--- src/rtl/arith_pkg.sv ---
// Shared definitions for the lookahead adder family: group width,
// propagate/generate pair type, op-codes and the 4-bit group P/G function.
package arith_pkg;

    localparam int GRP_W = 4;

    localparam logic OP_ADD = 1'b0;
    localparam logic OP_SUB = 1'b1;

    typedef struct packed {
        logic p;
        logic g;
    } grp_pg_t;

    // Group propagate/generate of one 4-bit lookahead group.
    function automatic grp_pg_t grp_pg(input logic [GRP_W-1:0] p, input logic [GRP_W-1:0] g);
        grp_pg_t r;
        r.p = &p;
        r.g = g[3] | (p[3] & g[2]) | (p[3] & p[2] & g[1]) | (p[3] & p[2] & p[1] & g[0]);
        return r;
    endfunction

endpackage

--- src/rtl/cla4_grp.sv ---
// One 4-bit carry-lookahead group: in-group carries, sums and group P/G.
module cla4_grp
    import arith_pkg::*;
(
    input  logic [GRP_W-1:0] p,
    input  logic [GRP_W-1:0] g,
    input  logic             cin,
    output logic [GRP_W-1:0] sum,
    output logic             grp_p,
    output logic             grp_g,
    output logic             c3
);

    logic [GRP_W-1:0] c;
    grp_pg_t          pg;

    assign c[0] = cin;
    assign c[1] = g[0] | (p[0] & cin);
    assign c[2] = g[1] | (p[1] & g[0]) | (p[1] & p[0] & cin);
    assign c[3] = g[2] | (p[2] & g[1]) | (p[2] & p[1] & g[0]) | (p[2] & p[1] & p[0] & cin);

    assign sum   = p ^ c;
    assign c3    = c[3];
    assign pg    = grp_pg(p, g);
    assign grp_p = pg.p;
    assign grp_g = pg.g;

endmodule

--- src/rtl/cla_pipe_addsub.sv ---
// Two-stage pipelined WIDTH-bit add/subtract with two-level carry lookahead
// and valid/ready handshakes on both sides.
module cla_pipe_addsub
    import arith_pkg::*;
#(
    parameter int WIDTH = 16
) (
    input  logic             clk,
    input  logic             rst_n,
    input  logic             in_valid,
    output logic             in_ready,
    input  logic [WIDTH-1:0] a,
    input  logic [WIDTH-1:0] b,
    input  logic             ci,
    input  logic             sub,
    output logic             out_valid,
    input  logic             out_ready,
    output logic [WIDTH-1:0] s,
    output logic             co,
    output logic             ovf,
    output logic             zero
);

    localparam int NGRP = WIDTH / GRP_W;

    // Stage 1 state: per-bit and per-group propagate/generate.
    logic             s1_valid_q, s1_valid_d;
    logic [WIDTH-1:0] p_q, p_d, g_q, g_d;
    logic [NGRP-1:0]  gp_q, gp_d, gg_q, gg_d;
    logic             cin_q, cin_d, sub_q, sub_d;

    // Stage 2 state: registered results.
    logic             out_valid_q, out_valid_d;
    logic [WIDTH-1:0] s_q, s_d;
    logic             co_q, co_d, ovf_q, ovf_d, zero_q, zero_d;

    logic             s1_en, s2_en, accept;
    logic [WIDTH-1:0] b_int;
    grp_pg_t          pg;

    logic [NGRP:0]    c;
    logic             acc, term;
    logic [WIDTH-1:0] sum_w;
    logic [NGRP-1:0]  c3_all, grp_p_w, grp_g_w;
    logic             cout_int;
    logic             unused_grp_bits;

    // A stage may load when its downstream slot is free or draining this cycle.
    assign s2_en    = !out_valid_q | out_ready;
    assign s1_en    = !s1_valid_q | s2_en;
    assign in_ready = s1_en;
    assign accept   = in_valid & s1_en;

    assign b_int = (sub == OP_SUB) ? ~b : b;

    // Stage 1 next state: capture p/g, group P/G, internal carry-in and op on accept.
    always_comb begin
        // NOTE: every output of a combinational block gets a default first so no path leaves it unassigned (which would infer a latch).
        s1_valid_d = s1_valid_q;
        p_d        = p_q;
        g_d        = g_q;
        gp_d       = gp_q;
        gg_d       = gg_q;
        cin_d      = cin_q;
        sub_d      = sub_q;
        pg         = '0;
        if (s1_en) begin
            s1_valid_d = in_valid;
        end
        if (accept) begin
            p_d   = a ^ b_int;
            g_d   = a & b_int;
            cin_d = (sub == OP_SUB) ? ~ci : ci;
            sub_d = sub;
            for (int k = 0; k < NGRP; k++) begin
                pg      = grp_pg(p_d[k*GRP_W +: GRP_W], g_d[k*GRP_W +: GRP_W]);
                gp_d[k] = pg.p;
                gg_d[k] = pg.g;
            end
        end
    end

    // Stage 1 registers.
    always_ff @(posedge clk or negedge rst_n) begin
        // NOTE: datapath registers are reset too, because the outputs must read zero during and after reset.
        if (!rst_n) begin
            s1_valid_q <= 1'b0;
            p_q        <= '0;
            g_q        <= '0;
            gp_q       <= '0;
            gg_q       <= '0;
            cin_q      <= 1'b0;
            sub_q      <= 1'b0;
        end else begin
            // NOTE: non-blocking assignments so every flop samples pre-edge values, independent of statement order.
            s1_valid_q <= s1_valid_d;
            p_q        <= p_d;
            g_q        <= g_d;
            gp_q       <= gp_d;
            gg_q       <= gg_d;
            cin_q      <= cin_d;
            sub_q      <= sub_d;
        end
    end

    // Flat group-carry lookahead: each c[k+1] is a sum of products of GG/GP and c[0].
    always_comb begin
        c    = '0;
        acc  = 1'b0;
        term = 1'b0;
        c[0] = cin_q;
        for (int k = 0; k < NGRP; k++) begin
            acc = cin_q;
            for (int m = 0; m <= k; m++) acc = acc & gp_q[m];
            for (int j = 0; j <= k; j++) begin
                term = gg_q[j];
                for (int m = j + 1; m <= k; m++) term = term & gp_q[m];
                acc = acc | term;
            end
            c[k+1] = acc;
        end
    end

    for (genvar k = 0; k < NGRP; k++) begin : g_grp
        cla4_grp u_grp (
            .p     (p_q[k*GRP_W +: GRP_W]),
            .g     (g_q[k*GRP_W +: GRP_W]),
            .cin   (c[k]),
            .sum   (sum_w[k*GRP_W +: GRP_W]),
            .grp_p (grp_p_w[k]),
            .grp_g (grp_g_w[k]),
            .c3    (c3_all[k])
        );
    end

    // Group P/G and lower carries are already covered by stage 1 and the lookahead.
    assign unused_grp_bits = ^{grp_p_w, grp_g_w, c3_all};

    assign cout_int = c[NGRP];

    // Stage 2 next state: load results when stage 1 holds data and the output slot frees.
    always_comb begin
        out_valid_d = out_valid_q;
        s_d         = s_q;
        co_d        = co_q;
        ovf_d       = ovf_q;
        zero_d      = zero_q;
        if (s2_en) begin
            out_valid_d = s1_valid_q;
            if (s1_valid_q) begin
                s_d    = sum_w;
                co_d   = (sub_q == OP_SUB) ? ~cout_int : cout_int;
                ovf_d  = c3_all[NGRP-1] ^ cout_int;
                zero_d = (sum_w == '0);
            end
        end
    end

    // Stage 2 / output registers.
    always_ff @(posedge clk or negedge rst_n) begin
        if (!rst_n) begin
            out_valid_q <= 1'b0;
            s_q         <= '0;
            co_q        <= 1'b0;
            ovf_q       <= 1'b0;
            zero_q      <= 1'b0;
        end else begin
            out_valid_q <= out_valid_d;
            s_q         <= s_d;
            co_q        <= co_d;
            ovf_q       <= ovf_d;
            zero_q      <= zero_d;
        end
    end

    assign out_valid = out_valid_q;
    assign s         = s_q;
    assign co        = co_q;
    assign ovf       = ovf_q;
    assign zero      = zero_q;

endmodule

--- config.mk ---
export PLATFORM = sky130hd
export DESIGN_NAME = cla_pipe_addsub
export DESIGN_NICKNAME = d
export VERILOG_FILES = /design/src/rtl/arith_pkg.sv /design/src/rtl/cla4_grp.sv /design/src/rtl/cla_pipe_addsub.sv
export SDC_FILE = /design/constraint.sdc
export NUM_CORES = 1
export LEC_CHECK = 0
export ABC_AREA = 1
export BUFFER_PORTS_ARGS = -buffer_cell sky130_fd_sc_hd__buf_4
export CORE_MARGIN = 2
export CORE_UTILIZATION = 35
export DETAILED_ROUTE_END_ITERATION = 12
export GPL_ROUTABILITY_DRIVEN = 0
export PLACE_DENSITY_LB_ADDON = 0.05
export SLEW_MARGIN = 40
export SYNTH_ARGS = -nofsm -noshare
export SYNTH_HDL_FRONTEND = slang
export SYNTH_SLANG_ARGS = --single-unit
--- constraint.sdc ---
create_clock -name clk -period 1.5 [get_ports clk]
set_input_delay 0.075 -clock clk [delete_from_list [all_inputs] [get_ports clk]]
set_output_delay 0.075 -clock clk [all_outputs]
set_load 0.01 [all_outputs]
# After elaboration in Yosys (flattened, before gate mapping)
# Cells that the tools add are included.
dict set report word_totals {
  mem_count 0
  output_inout_bits 21
  ramBits 0
  romBits 0
  ff_bits 62
  latchBits 0
  inputBits 38
}
dict set report op_classes {
  multipliers 0
  eq_ne 0
  n_bitwise 125
  magnitude_cmp 0
  reduce_logical 8
  n_mux 3
  shifts 0
  add_sub_neg 0
  div_mod_pow 0
}
# op count
set ops {}
lappend ops {{1-bit AND} 67}
lappend ops {{1-bit bitwise OR} 48}
lappend ops {{16-bit AND} 1}
lappend ops {{16-bit logical NOT} 1}
lappend ops {{16-bit 2-to-1 mux} 1}
lappend ops {{16-bit inverter} 1}
lappend ops {{4-bit AND reduction} 4}
lappend ops {{16-bit bitwise XOR} 1}
lappend ops {{4-bit bitwise XOR} 4}
lappend ops {{1-bit logical NOT} 2}
lappend ops {{1-bit 2-to-1 mux} 2}
lappend ops {{1-bit inverter} 2}
lappend ops {{2-bit AND reduction} 1}
lappend ops {{1-bit bitwise XOR} 1}

# Longest topological paths before layout
dict set report logic_depth {
  word_depth 10
  mapped_depth 15
  mapped_depth_nobuf 15
}

# Cells and area by module
# A second synthesis with hierarchy kept.
dict set report unflattened {
  cells_unflattened 423
  area_unflattened_um2 3564.7
}
# mod instances area_per_inst_um2 cells_per_inst
set modules_own_cells {}
lappend modules_own_cells {cla_pipe_addsub 1 3049.2 327}
lappend modules_own_cells {cla4_grp 4 128.9 24}

# Worst setup path before layout
# OpenSTA, ideal clock, no wires.
dict set report synth_timing {
  path_type {register to register}
  start {register cin_q}
  end {register zero_q (netlist: zero)}
  required_ns 1.435
  arrival_ns 1.608
  setup_time_ns 0.065
  path_slack_ns -0.174
  synth_period_minus_slack_ns 1.674
  path_stages_with_launch 14
  cell_sequence {dfrtp_1 nand3_2 nand3_4 nand2_4 nand2_4 ha_1 nand3b_1 nor2_1 nand3_1 nor2_1 nand3_1 nor2_1 nand2_1 nand2_1}
}
# item line
set synth_rtl {}
lappend synth_rtl {{start, declared} cla_pipe_addsub.sv:30} ;# logic cin_q, cin_d, sub_q, sub_d;
lappend synth_rtl {{start signal, assigned} cla_pipe_addsub.sv:101} ;# cin_q <= cin_d;
lappend synth_rtl {{1-bit AND (3 in series)} cla_pipe_addsub.sv:114} ;# for (int m = 0; m <= k; m++) acc = acc & gp_q[m];
lappend synth_rtl {{1-bit bitwise OR (3 in series)} cla_pipe_addsub.sv:118} ;# acc = acc | term;
lappend synth_rtl {{4-bit bitwise XOR} cla4_grp.sv:22} ;# assign sum = p ^ c;
lappend synth_rtl {{named net g_grp[3].u_grp.sum[0]} cla4_grp.sv:8} ;# output logic [GRP_W-1:0] sum,
lappend synth_rtl {{16-bit logical NOT} cla_pipe_addsub.sv:154} ;# zero_d = (sum_w == '0);
lappend synth_rtl {{end signal, assigned} cla_pipe_addsub.sv:172} ;# zero_q <= zero_d;
lappend synth_rtl {{end, declared} cla_pipe_addsub.sv:35} ;# logic co_q, co_d, ovf_q, ovf_d, zero_q, zero_d;
# The timed path passes the listed nets, and every way through them passes these cells.
# A chain may end at the register's enable or synchronous reset.

# Worst setup path after layout
dict set report layout_timing {
  start {register gp_q[1]}
  end {register zero_q (netlist: zero)}
}
# item line
set layout_rtl {}
lappend layout_rtl {{start, declared} cla_pipe_addsub.sv:29} ;# logic [NGRP-1:0] gp_q, gp_d, gg_q, gg_d;
lappend layout_rtl {{start signal, assigned} cla_pipe_addsub.sv:99} ;# gp_q <= gp_d;
lappend layout_rtl {{1-bit AND (on tied branches) (2 in series)} {cla_pipe_addsub.sv:114, cla_pipe_addsub.sv:117}}
lappend layout_rtl {{1-bit bitwise OR (*) (3 in series)} cla_pipe_addsub.sv:118}
lappend layout_rtl {{4-bit bitwise XOR (*)} cla4_grp.sv:22}
lappend layout_rtl {{named net g_grp[3].u_grp.sum[0]} cla4_grp.sv:8}
lappend layout_rtl {{16-bit logical NOT (*)} cla_pipe_addsub.sv:154}
# The timed path passes the listed nets; every way through them passes the cells marked *.

==> impl_summary.txt <==
----------------------------------------------------
[Hold path]
  Path category of the worst min-delay check ... input pin to register
  Worst Hold Depth ... 4
  Hold Path Origin ... out_ready
  Sink of the worst hold path ... out_valid

[Floorplan]
  Die area ... 9990 sq um
  Number of rows created at floorplan ... 35
  Floorplan die height ... 100 um
  Die Span X ... 100 um
  Starting density of the core ... 35.6%
  I/O pin count ... 59
  Core area ... 9060 sq um

[Global routing]
  Overall routing resource usage ... 16.4%
  Total global routing overflow ... 0
  Number of antenna violations at the first check in global routing ... 0
  Global-route wire length before repair ... 12.9 mm
  Pin count of the biggest net entering global routing ... 31
  Via count of the first global-routing pass ... 2679

[STA]
  Total count of hold-check failures in the final report ... 0
  Worst slew pin tran ... 397 ps
  Final period utilization ... 113%
  Pins Over Slew Limit ... 0
  Final critical-path required period ... 1700 ps
  Worst slew slack as a fraction of its limit ... 73.5%
  Final setup violation count ... 1
  Worst hold slack across all endpoints ... 67.5 ps
  Setup repair after global routing missed its margin ... true
  Max Fclk ... 587 MHz
  Slack of the critical path ... -202 ps
  Setup clock skew after layout ... 8.10 ps
  Final setup TNS ... -202 ps

[Drt]
  DRT antenna net count ... 0
  Met1 layer wirelength in the final routing ... 3.91 mm
  Vias per cell ... 4.60
  Highest routing layer actually used ... met4
  Wire length reported by the detailed router ... 7.38 mm
  Post-detailed-route wirelength per cell ... 12.6 um
  Remaining DRCs ... 0
  1st-pass router iterations ... 4
  Total number of vias ... 2688
  Met2 layer wire length in the routed design ... 3.08 mm
  Met3 wire len ... 275 um
  Number of design-rule violations left by the first detailed-router iteration ... 85

[Cells and area]
  Fin area ... 4200 sq um
  # diodes ... 0
  Area added between synthesis and finish ... 30.2%
  Leading cell type in the layout, fill and taps excluded ... nand2_1
  Most frequent cells in the layout ... 108 x nand2_1, 81 x buf_4, 59 x dfrtp_1
  Cell Count, Final, Fillers Out ... 584
  # nets final ... 526
  Proportion of layout cells with a drive suffix above 1 ... 25.8%
  Fraction of the core area covered by cells at the end of the flow ... 46.3%
  Filler cells ... 926

[Logic synthesis]
  Most area-consuming cells after synthesis ... dfrtp_1 46%, nand2_1 13%, ha_1 7.8%
  Synth Cell Area ... 3220 sq um
  Number of flops mapped to enable cells by yosys ... 0
  Post-Synthesis Mean Instance Area ... 8.37 sq um
  Cell type contributing the most total cell area after synthesis ... dfrtp_1
  Post-synthesis instance total ... 385
  Post-synthesis sequential element count ... 59
  Synth cell types ... 34
  Async set-or-reset flop fraction in the synthesized netlist ... 100%
  Area share of the largest cell type after synthesis ... 45.8%
  Synthesized netlist net count ... 443
  Seq/Total Area, Yosys ... 45.8%
  Number of synthesis warnings ... 0
  Predominant post-synthesis flop cell ... dfrtp_1

[Critical path]
  Critical Path RT ... 1780 ps
  Cell with the largest stage delay on the worst path ... dfrtp_1
  Category of the worst setup path launch point ... register
  Maximum fanout along the worst path ... 3
  Peak per-stage delay on the critical path ... 410 ps
  Arr. time, crit path ... 1980 ps
  Sort of element at the end of the critical path ... register
  Critical path class ... register to register
  FF-to-FF End ... zero
  Setup slack, reg-to-reg ... -200 ps
  Origin of the critical flop-to-flop path ... gp_q[1]
  Number of buffer and inverter stages on the critical path ... 0
  Top cell by count, worst path ... nor2_1
  Logic depth of the worst register-to-register path ... 13
  Cell breakdown of the critical path ... nand2_2 > nand3_4 > nand2_4 > nand2_4 > ha_4 > nand3b_1 > nor2_1 > nand3_1 > nor2_1 > nand3_1 > nor2_1 > nand2_1 > nand2_1
  Cell family contributing the most delay on the critical path ... simple AND/OR/NAND/NOR gates

[Clocking]
  Clock sink count ... 59
  TritonCTS clock tree ... done
  CTS H-tree lvls ... 3
  TritonCTS buffer count ... 9
  Clk_lat worst skew ... 340 ps
  Maximum number of buffers from clock root to sink ... 2
  Root buffer cell ... clkbuf_8
  CTS clock-pin slew for the worst setup and hold paths ... 70 ps

[Job]
  Max-Cap Viols ... 0

[Pwr]
  NetSw ... 2.00 mW
  Internal Power ... 3.77 mW
  IR Drop Worst-Case VDD ... 0.474 mV
  Reg power frac ... 39.8%
  Pleak ... 2.16 nW
  Part of the power in the clock network ... 25.4%
  Switching share of power ... 34.6%
  Power density relative to cell area ... 1370 nW/um^2
  Combinational cell fraction of total power ... 34.7%

[Place]
  Total of buffers placed on input and output ports ... 58
  Post-place instance area ... 3960 sq um
  Detailed placement HPWL ... 5.83 mm
  DP Cell Count ... 566

[Status]
  Failing checks ... negative setup slack
  Result of the run ... finished with violations

----------------------------------------------------
## tightest hold or removal path, delay by kind of cell
kind,cells,cell delay [ps]
simple gates,2,170
buf+inv,2,130
## worst max path at each step
stage          startpoint  endpoint  slack (ps)  depth (start not counted)
5_1_grt             cin_q      zero        -410                         13
2_1_floorplan       cin_q      zero        -160                         13
6_report          gp_q[1]      zero        -200                         13
3_3_place_gp      gg_q[0]      zero        -230                         13
3_5_place_dp      gg_q[0]      zero        -270                         13
4_1_cts           gp_q[0]      zero        -220                         13
## timing repair
action | 4_1_cts | 5_1_grt
hold buffers | 1 | 0
resized for setup | 3 | 3
setup buffers | 2 | 1
gates cloned | 0 | 0
endpoints found under the setup margin | 2 | 5
pin swaps | 8 | 5
hold endpoints to repair | 29 | 0
## cell families (layout without fill, tap and decap cells)
group           after synthesis  count (layout)  synth area share (%)
simple gates                169             169                  23.1
buf+inv                      49             137                  6.02
fa+ha+maj                    20              20                  7.76
flops                        59              59                  45.8
compound gates               70              70                  12.5
xor+xnor                     18              18                  4.89
## Yosys cell counts (2+ instances only)
cell type / count
inv_1: 32
nand3_1: 17
nand2_2: 3
nand2_4: 2
a31oi_1: 11
dfrtp_1: 59
nor2_1: 28
nand3b_1: 3
inv_2: 5
buf_2: 8
nand2_1: 109
clkbuf_1: 4
ha_1: 20
xor2_1: 17
a21oi_1: 11
o21a_1: 2
nand3_2: 3
o21ai_1: 2
o21ai_0: 34
## through the flow
stage	power, mW	setup slack [ps]
after floorplan	3.37	-155
after global placement	4.32	-227
after detailed placement	4.34	-270
after CTS	5.86	-224
after global routing	6.24	-407
final	5.77	-202
## area by class of cell
type	instances	area [sq um]	area share [%]
clock buffer	10	138	3.28
clock inverter	6	65.1	1.55
inverter	37	139	3.31
multi-input combinational	277	1580	37.7
sequential	59	1480	35.2
tap	111	139	3.31
timing repair buffer	84	658	15.7
## power by group through the flow
stage	clock network [mW]	logic, mW	registers [mW]
detailed placement	0	2.01	2.33
global placement	0	2.00	2.32
global route	1.58	2.29	2.36
finish	1.47	2.00	2.30
CTS	1.51	2.05	2.30
floorplan	0	1.00	2.37
## metal layers
metal / global-route usage, % / up-vias
met1: 23.8 / 1202
met5: 0 / -
li1: - / 1424
met2: 24.4 / 51
met3: 3.69 / 11
met4: 5.37 / 0
## registers in the layout, indices dropped and copies added, names as in the netlist
register,count
s,16
gp_q,4
co,1
s1_valid_q,1
zero,1
out_valid,1
p_q,16
sub_q,1
gg_q,4
cin_q,1
g_q,12
ovf,1
No activity file was read; power rests on OpenSTA's default activity.
